## config.mk

```make
export PLATFORM = sky130hd
export DESIGN_NAME = apb_reg_rdif
export DESIGN_NICKNAME = d
export VERILOG_FILES = /design/src/rtl/apb_reg_rdif.sv
export SDC_FILE = /design/constraint.sdc
export NUM_CORES = 1
export LEC_CHECK = 0
export ABC_AREA = 1
export CORE_ASPECT_RATIO = 1.75
export CORE_MARGIN = 2
export CORE_UTILIZATION = 40
export CTS_CLUSTER_SIZE = 16
export DETAILED_ROUTE_END_ITERATION = 10
export PLACE_DENSITY = 0.77
export SYNTH_ARGS = -nofsm -noshare
export SYNTH_HDL_FRONTEND = slang
export SYNTH_SLANG_ARGS = --single-unit
```

## constraint.sdc

```tcl
create_clock -name pclk -period 2.6 [get_ports pclk]
set_input_delay 0.52 -clock pclk [delete_from_list [all_inputs] [get_ports pclk]]
set_output_delay 0.52 -clock pclk [all_outputs]
set_load 0.02 [all_outputs]
```

## src/rtl/apb_reg_rdif.sv

```systemverilog
// apb_reg_rdif: parametrised APB slave read interface for a flat register bank.
// Decodes a binary register index, inserts WAIT_CYCLES wait states, returns
// registered read data (zero outside the completion cycle), flags unmapped
// indices on pslverr and emits a one-hot read strobe for read-to-clear status.
module apb_reg_rdif #(
    parameter int DATA_W      = 8,
    parameter int NUM_REGS    = 3,
    parameter int ADDR_W      = 3,
    parameter int WAIT_CYCLES = 0
) (
    input  logic                         pclk,
    input  logic                         preset,
    input  logic                         psel,
    input  logic                         penable,
    input  logic                         pwrite,
    input  logic [ADDR_W-1:0]            paddr,
    input  logic [NUM_REGS*DATA_W-1:0]   reg_data,
    output logic [DATA_W-1:0]            prdata,
    output logic                         pready,
    output logic                         pslverr,
    output logic [NUM_REGS-1:0]          rd_strobe
);

    typedef enum logic [1:0] {
        S_IDLE = 2'd0,
        S_WAIT = 2'd1,
        S_DONE = 2'd2
    } state_t;

    localparam logic [3:0] WAIT_LD = 4'(WAIT_CYCLES);

    state_t                 state_q, state_d;
    logic [3:0]             cnt_q, cnt_d;
    logic [ADDR_W-1:0]      idx_q, idx_d;
    logic                   write_q, write_d;
    logic                   mapped_q, mapped_d;
    logic [DATA_W-1:0]      prdata_q, prdata_d;
    logic                   pready_q, pready_d;
    logic                   pslverr_q, pslverr_d;
    logic [NUM_REGS-1:0]    rd_strobe_q, rd_strobe_d;

    logic                   addr_mapped;
    logic                   enter_done;
    logic [DATA_W-1:0]      sel_data;
    logic [NUM_REGS-1:0]    sel_onehot;

    // Compare in 32 bits so NUM_REGS == 2**ADDR_W does not overflow the index width.
    assign addr_mapped = (32'(paddr) < 32'(NUM_REGS));

    // Select the register slice and strobe bit for the index being completed.
    // idx_d is the live paddr on a zero-wait setup and the latched index otherwise.
    always_comb begin
        sel_data   = '0;
        sel_onehot = '0;
        for (int i = 0; i < NUM_REGS; i++) begin
            if (32'(idx_d) == 32'(i)) begin
                sel_data      = reg_data[i*DATA_W +: DATA_W];
                sel_onehot[i] = 1'b1;
            end
        end
    end

    // Next-state and next-output logic; response outputs are only non-zero
    // on the edge that enters DONE, so they fall back to zero one cycle later.
    always_comb begin
        state_d     = state_q;
        cnt_d       = cnt_q;
        idx_d       = idx_q;
        write_d     = write_q;
        mapped_d    = mapped_q;
        prdata_d    = '0;
        pready_d    = 1'b0;
        pslverr_d   = 1'b0;
        rd_strobe_d = '0;
        enter_done  = 1'b0;

        case (state_q)
            S_IDLE: begin
                if (psel && !penable) begin
                    idx_d    = paddr;
                    write_d  = pwrite;
                    mapped_d = addr_mapped;
                    cnt_d    = WAIT_LD;
                    if (WAIT_LD == 4'd0) begin
                        state_d    = S_DONE;
                        enter_done = 1'b1;
                    end else begin
                        state_d = S_WAIT;
                    end
                end
            end
            S_WAIT: begin
                if (!psel) begin
                    // Master abandoned the transfer: no response, no strobe.
                    state_d = S_IDLE;
                    cnt_d   = '0;
                end else if (penable) begin
                    cnt_d = cnt_q - 4'd1;
                    if (cnt_q <= 4'd1) begin
                        state_d    = S_DONE;
                        enter_done = 1'b1;
                    end
                end
                // psel=1, penable=0 here is a stray setup; hold state.
            end
            S_DONE: begin
                state_d = S_IDLE;
                cnt_d   = '0;
            end
            default: begin
                state_d = S_IDLE;
                cnt_d   = '0;
            end
        endcase

        if (enter_done) begin
            pready_d  = 1'b1;
            pslverr_d = !mapped_d;
            if (mapped_d && !write_d) begin
                prdata_d    = sel_data;
                rd_strobe_d = sel_onehot;
            end
        end
    end

    // State, latched request and registered response with synchronous reset.
    always_ff @(posedge pclk) begin
        if (preset) begin
            state_q     <= S_IDLE;
            cnt_q       <= '0;
            idx_q       <= '0;
            write_q     <= 1'b0;
            mapped_q    <= 1'b0;
            prdata_q    <= '0;
            pready_q    <= 1'b0;
            pslverr_q   <= 1'b0;
            rd_strobe_q <= '0;
        end else begin
            state_q     <= state_d;
            cnt_q       <= cnt_d;
            idx_q       <= idx_d;
            write_q     <= write_d;
            mapped_q    <= mapped_d;
            prdata_q    <= prdata_d;
            pready_q    <= pready_d;
            pslverr_q   <= pslverr_d;
            rd_strobe_q <= rd_strobe_d;
        end
    end

    assign prdata    = prdata_q;
    assign pready    = pready_q;
    assign pslverr   = pslverr_q;
    assign rd_strobe = rd_strobe_q;

endmodule

```

# Yosys cells after proc, flatten, opt, wreduce, memory -nomap -nowiden

Cells that the tools add are included.

Bits in registers: 24
Input bits: 32
Output and inout port bits: 13
Word-level logic and storage cells: 58

Add/subtract/negate cells: 1
Order comparisons: 2
Equality and inequality tests: 6
Multiplexer cells: 27
Bitwise logic cells: 2
Reductions and logical operators: 11

Operator list:

| operator                                                        | number |
|---|---|
| two-way mux 8 bit                                               | 3 |
| two-way mux 1 bit                                               | 12 |
| two-way mux 4 bit                                               | 3 |
| two-way mux 2 bit                                               | 4 |
| case mux 4 bit (2 select lines)                                 | 1 |
| two-way mux 3 bit                                               | 2 |
| != test 3 bit (second input constant)                           | 2 |
| less-or-equal comparator 4 x 1 -> 1 bit (second input constant) | 1 |
| case mux 2 bit (2 select lines)                                 | 1 |
| subtractor 4 x 1 -> 4 bit (second input constant)               | 1 |
| == test 3 x 1 -> 1 bit (second input constant)                  | 1 |
| == test 3 x 2 -> 1 bit (second input constant)                  | 1 |
| logical NOT 1 bit                                               | 3 |
| logical NOT 3 bit                                               | 1 |
| < comparator 3 x 2 -> 1 bit (second input constant)             | 1 |
| AND reduction 3 bit                                             | 1 |
| OR reduction 3 bit                                              | 1 |
| == test 2 x 1 -> 1 bit (second input constant)                  | 1 |
| logical AND 1 bit                                               | 2 |
| logical NOT 2 bit                                               | 1 |
| != test 2 bit (second input constant)                           | 1 |
| NOT 1 bit                                                       | 2 |
| case mux 1 bit (2 select lines)                                 | 1 |
| AND reduction 2 bit                                             | 1 |
| OR reduction 2 bit                                              | 1 |

# Logic depth before layout (Yosys ltp)

Gate-level depths: netlist (run 1).

Word-level depth: 8
Gate-level depth with buffers: 9
Mapped depth without buffers: 9

# Least setup slack after synthesis (run 1)

OpenSTA, ideal clock, no wires.

Path kind: input-to-reg
Start point: input port penable
End point: register prdata_q[0] (netlist: prdata[0])
Setup time: 0.111 ns
Arrival time: 1.297 ns
Required time: 2.489 ns
Slack: 1.192 ns
Cell stages on the path: 9
Buffers on the path: 1
Path through: inv_1 -> nand3_2 -> nand2_1 -> nand2_1 -> buf_6 -> nand3_4 -> nand2_1 -> nor2_1 -> nor2_1

Longest elaborated chain between the ends: 8
Elaborated cells between the ends (all ways): 23
Classes of those cells: eq/ne: 2; mux: 13; bitwise: 2; reduce/logical: 6

Ends and longest elaborated chain:

| item                                                           | line    | text |
|---|---|---|
| start: declaration                                             | 14      | `input logic penable,` |
| logical NOT 1 bit                                              | 79      | `if (psel && !penable) begin` |
| logical AND 1 bit                                              | 79      |  |
| two-way mux 3 bit / two-way mux 1 bit (equally long branches)  | 79      |  |
| two-way mux 3 bit / two-way mux 1 bit (equally long branches)  | 77      | `case (state_q)` |
| logical NOT 3 bit / logical NOT 1 bit (equally long branches)  | 56, 119 |  |
| two-way mux 8 bit / logical AND 1 bit (equally long branches)  | 56, 119 |  |
| two-way mux 8 bit / NOT 1 bit (equally long branches)          | n/a     |  |
| two-way mux 8 bit / OR reduction 3 bit (equally long branches) | n/a     |  |
| end signal: assignment                                         | 144     | `prdata_q <= prdata_d;` |
| end: declaration                                               | 37      | `logic [DATA_W-1:0] prdata_q, prdata_d;` |

Parallel ways exist; a longest one is shown, timed or not.
A chain may end at the register's enable or synchronous reset.

# Worst setup path in the final report (run 1)

Start point: input port psel
End point: register prdata_q[2] (netlist: prdata[2])

Longest elaborated chain between the ends: 7
Elaborated cells between the ends (all ways): 21
Classes of those cells: eq/ne: 2; mux: 12; bitwise: 2; reduce/logical: 5

Ends and longest elaborated chain:

| item                                                           | line    | text |
|---|---|---|
| start: declaration                                             | 13      | `input logic psel,` |
| logical AND 1 bit                                              | 79      |  |
| two-way mux 3 bit / two-way mux 1 bit (equally long branches)  | 79      |  |
| two-way mux 3 bit / two-way mux 1 bit (equally long branches)  | 77      |  |
| logical NOT 3 bit / logical NOT 1 bit (equally long branches)  | 56, 119 |  |
| two-way mux 8 bit / logical AND 1 bit (equally long branches)  | 56, 119 |  |
| two-way mux 8 bit / NOT 1 bit (equally long branches)          | n/a     |  |
| two-way mux 8 bit / OR reduction 3 bit (equally long branches) | n/a     |  |

Parallel ways exist; a longest one is shown, timed or not.

==> results of run 1 <==
## worst max-delay path by stage
stage / from / to / slack (ns) / cells after the start
floorplan: penable / prdata[0] / 1.19 / 9
global placement: psel / prdata[2] / 0.35 / 9
detailed placement: psel / prdata[2] / 0.30 / 9
CTS: psel / prdata[2] / 0.55 / 9
global route: penable / prdata[3] / 0.33 / 10
finish: psel / prdata[2] / 0.55 / 9
## synth_stat cells
cell	count
a21oi_1	1
buf_2	1
buf_6	2
dfxtp_1	18
inv_1	26
inv_2	2
nand2_1	32
nand2_2	1
nand2_4	1
nand3_1	12
nand3_2	1
nand3_4	2
nand4_1	10
nor2_1	33
nor2_2	1
nor2_4	1
## power groups by stage
stage | clock network (mW) | logic, mW | registers, mW
5_1_grt | 0.207 | 0.179 | 0.287
6_report | 0.195 | 0.160 | 0.287
2_1_floorplan | 0 | 0.0909 | 0.296
3_5_place_dp | 0 | 0.160 | 0.293
3_3_place_gp | 0 | 0.157 | 0.292
4_1_cts | 0.198 | 0.161 | 0.287
## kinds of logic (layout without fill, tap and decap cells)
| kind of cell | count (synthesis) | after routing |
|---|---|---|
| AOI/OAI and AO/OA | 1 | 1 |
| and+or+nand+nor | 94 | 94 |
| buffers and inverters | 31 | 76 |
| DFF | 18 | 18 |
## routing by layer
metal	up-vias	wire [um]
li1	532	-
met4	0	65
met2	31	1250
met5	-	0
met1	455	833
met3	7	88
## flip-flops by register name, indices dropped and copies added, names as in the netlist
| signal | flops |
|---|---|
| write_q | 1 |
| idx_q | 3 |
| state_q | 1 |
| pslverr | 1 |
| rd_strobe | 3 |
| pready | 1 |
| prdata | 8 |
## layout make-up
class / instances / area (um2)
Multi-Input combinational cell: 95 / 452
Timing Repair Buffer: 45 / 448
Tap cell: 25 / 31.3
Inverter: 28 / 105
Sequential cell: 18 / 360
Clock buffer: 3 / 41.3
Fill cell: 216 / 836
## worst min-delay path, delay by kind of cell, from the launching register on
family,cells,cell delay (ns)
DFF,1,0.31
AOI/OAI and AO/OA,1,0.07
and+or+nand+nor,1,0.08
==> flow_summary.ini, run 1 <==
[run_status]
status = finished clean

[critical_path]
crit_type = in -> reg
worstPathRequired_ns = 2.76
path_max_fanout = 12
crit_top_cell = nand2_1
critPathArrivalTime_ns = 2.21
worst-path-buf-inv = 2
critPathTopFamily = simple AND/OR/NAND/NOR gates
start_kind = primary input
slowest_stage = clkdlybuf4s50_1
cp-end-kind = register
crit_path_cell_trace = clkdlybuf4s50_1 > nand3_2 > nand2_1 > nand2_1 > buf_4 > nand3_1 > nand2_1 > nor2_1 > nor2_1
timing.rr.start = state_q[1]
crit_path_max_incr_delay_ns = 0.53
r2r_end = prdata[2]
worstRegToRegCells = 9
ff2ff_setup_slack_ns = 0.96

[placed_design]
place_ws_ns = 0.296
portBuffers = 44
globalplace.congestion = 0.768
dp_cells = 211
hpwl_mm = 1.75
placed_area_um2 = 1400

[pwr]
intPower_uw = 465
comb_power_share_pct = 25.0
p_seq_share_pct = 44.6
p_switching_uw = 177
p_sw_share_pct = 27.6
power.total_uw = 642
power_leakage_nw = 0.671
power.density_nw_per_um2 = 446
vdd_drop_max_mv = 0.323
clkPwrFrac_pct = 30.4

[floorplan]
fp-row-count = 23
die_x_um = 40.7
fp.dieH_um = 68.3
coreArea_um2 = 2270
die_area_um2 = 2780
start_util_pct = 41.6
io_pins = 45

[detailed_routing]
drt-vias-per-instance = 4.79
via_count = 1025
routedWlPerCell_um = 10.4
wirelength_mm = 2.24
drc = 0
ant_nets = 0
dr.pass1.iters = 4
drtIter0Drc = 21

[finish]
finalNonFillerCells = 214
layout_common_cells = clkdlybuf4s50_1 (44), nor2_1 (33), nand2_1 (32), inv_1 (26), dfxtp_1 (18)
final_util_pct = 63.2
fin_area_um2 = 1440
area_growth_pct = 52.2
drive_gt1_share_pct = 6.88
finalNetCount = 223
diodes = 0
final_common_cell = clkdlybuf4s50_1

[sta]
relSlewSlack_pct = 67.9
worst_pin_slew_ns = 0.480
finalClockSkew_ns = 0.00107
hold_ws_ns = 0.504
setup_violations = 0
slew_viol_final = 0
setup_slack_ns = 0.550
layout_min_cycle_time_ns = 2.05
period_share_pct = 78.9
rsz0062_at_grt = false
finalHoldViolCount = 0
max_freq_mhz = 488
final.setup.tns_ns = 0

[global_route]
grt_pass1_vias = 926
grtUsageMet3_pct = 3.90
grt_max_degree = 20
overflow = 0
antenna_found_initial = 0
groute.usage.overall_pct = 18.8
grt_use_met1_pct = 18.7
grt_pass1_wl_mm = 3.55
grt.busiest_layer = met2
gr-usage-met2_pct = 33.1

[worst_hold_path]
min_to = write_q
min_from = write_q
min_path_cells = 2
min_path_type = reg -> reg

[logic_synthesis]
yosys.area.top_type = dfxtp_1
yosysSeqAreaShare_pct = 38.1
synth.area.top_cells = dfxtp_1 (38%), nor2_1 (13%), nand2_1 (13%), inv_1 (10%), nand4_1 (6.6%)
synthAdderAreaFrac_pct = 0
synth-simple-area-share_pct = 47.3
synth-seq-cells = 18
synthXorXnorAreaFrac_pct = 0
avgSynthCellArea_um2 = 6.56
synth_top_family_by_area = simple AND/OR/NAND/NOR gates
syn-cell-area_um2 = 945
synthCells = 144
yosys_warnings = 0
syn_nets = 176
synth-compound-area-share_pct = 0.530
synth_cell_type_count = 16
synth_top_area_share_pct = 38.1
synthMuxAreaShare_pct = 0

[run]
maxCapViolations = 0

[clocking]
postCtsHoldBufs = 0
htreeDepth = 1
insertion_delay_ns = 0.25
clk_pin_slew_ns = 0.07
cts_root_buf = clkbuf_8
ctsResizeCount = 0
cts_setup_buffers = 0
cts_buffers = 3
cts_buffer_depth = 2
cts_tree = done
cts_sinks = 18
(Power assumes the default switching activity.)
==> run 2: changes to the inputs <==
==> constraint.sdc (replaced) <==
create_clock -name pclk -period 2 [get_ports pclk]
set_input_delay 0.4 -clock pclk [delete_from_list [all_inputs] [get_ports pclk]]
set_output_delay 0.4 -clock pclk [all_outputs]
set_load 0.02 [all_outputs]
==> run 2 against run 1 <==
  * Hold slack got worse by 0.018 ns
  * Non-clock buffer count is 2 higher
  * Wire length is 1.8% higher
  * Die area stayed put
  * Worst setup slack got worse by 0.29 ns
  * Sequential power rose by 30%
  * Flip-flop and latch count unchanged
  * Critical endpoint is now prdata[1]
  * Largest power group unchanged
==> flow_summary.ini, run 2 (synthesis results as in run 1) <==
[clocking]
ctsResizeCount = 0
insertion_delay_ns = 0.25
cts_buffer_depth = 2
cts_sinks = 18
htreeDepth = 1
cts_tree = done
cts_buffers = 3
cts_setup_buffers = 0
clk_pin_slew_ns = 0.07
postCtsHoldBufs = 0
cts_root_buf = clkbuf_8

[sta]
layout_min_cycle_time_ns = 1.74
slew_viol_final = 0
rsz0062_at_grt = false
max_freq_mhz = 576
finalClockSkew_ns = 0.00536
relSlewSlack_pct = 83.1
finalHoldViolCount = 0
setup_slack_ns = 0.263
worst_pin_slew_ns = 0.252
setup_violations = 0
hold_ws_ns = 0.486
final.setup.tns_ns = 0
period_share_pct = 86.9

[pwr]
p_sw_share_pct = 26.6
p_seq_share_pct = 44.6
power_leakage_nw = 0.685
power.density_nw_per_um2 = 570
comb_power_share_pct = 26.4
clkPwrFrac_pct = 29.0
p_switching_uw = 222
intPower_uw = 613
vdd_drop_max_mv = 0.334

[critical_path]
path_max_fanout = 12
timing.rr.start = state_q[1]
startpoint = psel
crit_path_cell_trace = clkdlybuf4s50_1 > inv_1 > nor2_1 > nand3_1 > nand2_1 > buf_12 > buf_4 > nand3_1 > nand2_1 > nor2_1 > nor2_1
critPathTopFamily = buffers and inverters
slowest_stage = clkdlybuf4s50_1
worstPathRequired_ns = 2.18
crit_type = in -> reg
worst-path-buf-inv = 4
cp-end-kind = register
critPathArrivalTime_ns = 1.92
crit_top_cell = nor2_1
crit_path_max_incr_delay_ns = 0.54
start_kind = primary input

[floorplan]
die_x_um = 40.7
start_util_pct = 41.6
fp-row-count = 23
coreArea_um2 = 2270
fp.dieH_um = 68.3
io_pins = 45
die_area_um2 = 2780

[global_route]
grt_pass1_vias = 910
groute.usage.overall_pct = 17.5
grt_max_degree = 20
overflow = 0
antenna_found_initial = 0
grt_pass1_wl_mm = 3.40

[detailed_routing]
drc = 0
routedWlPerCell_um = 10.5
drt-vias-per-instance = 4.73
ant_nets = 0
dr.pass1.iters = 4
via_count = 1022
wirelength_mm = 2.28
drtIter0Drc = 28

[finish]
final.fill_count = 219
final_common_cell = clkdlybuf4s50_1
layout_common_cells = clkdlybuf4s50_1 (44), nor2_1 (33), nand2_1 (32), inv_1 (26), dfxtp_1 (18)
diodes = 0
multi_input_area_um2 = 452
area_growth_pct = 55.1
ff_latch_area_um2 = 360
finalNetCount = 225
drive_gt1_share_pct = 7.85
largest_register_ffs = 8

[placed_design]
globalplace.congestion = 0.821
portBuffers = 44
place_ws_ns = 0.0105
hpwl_mm = 1.87

[worst_hold_path]
min_from = write_q
min_path_type = reg -> reg

[run]
maxCapViolations = 0

[run_status]
status = finished clean
run 2: area by class of cell:
type	count	share of cell area, %
Sequential cell	18	24.6
Inverter	28	7.17
Multi-Input combinational cell	95	30.8
Tap cell	25	2.13
Clock buffer	3	2.82
Timing Repair Buffer	47	32.5
run 2: worst reg2reg max path, stage by stage, from the launching register on:
cell     delay, ns
dfxtp_1       0.33
inv_2         0.08
nand3_2       0.10
nand2_1       0.09
nand2_1       0.09
buf_12        0.16
buf_4         0.16
nand3_1       0.08
nand2_1       0.06
nor2_1        0.10
nor2_1        0.05
run 2: worst paths after layout:
check	end	slack [ns]	cells past startpoint
worst max-delay path	prdata[1]	0.26	11
worst min register to register	write_q	0.49	2
worst max register to register	prdata[1]	0.60	10
worst min-delay path	write_q	0.49	2
run 2: per-layer routing:
metal / track usage [%] / wire, um
met5: 0 / 0
met1: 17.0 / 838
met4: 7.08 / 38
met2: 32.7 / 1330
met3: 3.57 / 67
run 2: power groups by stage:
stage | Combinational (mW) | Clock (mW) | Sequential (mW)
2_1_floorplan | 0.118 | 0 | 0.385
5_1_grt | 0.244 | 0.261 | 0.373
3_5_place_dp | 0.220 | 0 | 0.381
6_report | 0.220 | 0.242 | 0.372
4_1_cts | 0.222 | 0.251 | 0.372
3_3_place_gp | 0.216 | 0 | 0.380
run 2: through the flow:
step                utilization [%]  instance area (um2)  power, mW  cells
global route                   64.4                 1470      0.878    216
CTS                            64.4                 1470      0.845    216
floorplan                         -                  945      0.503    144
finish                         64.4                 1470      0.835    216
detailed placement             62.6                 1420      0.601    213
global placement               62.6                 1420      0.596    213
==> run 3: changes to the inputs <==
--- a/config.mk
+++ b/config.mk
@@ -12,6 +12,7 @@
 export CTS_CLUSTER_SIZE = 16
 export DETAILED_ROUTE_END_ITERATION = 10
 export PLACE_DENSITY = 0.77
+export SKIP_LAST_GASP = 1
 export SYNTH_ARGS = -nofsm -noshare
 export SYNTH_HDL_FRONTEND = slang
 export SYNTH_SLANG_ARGS = --single-unit
==> results of run 3 <==
The final DEF is identical to that of run 2; final timing and power are the same.
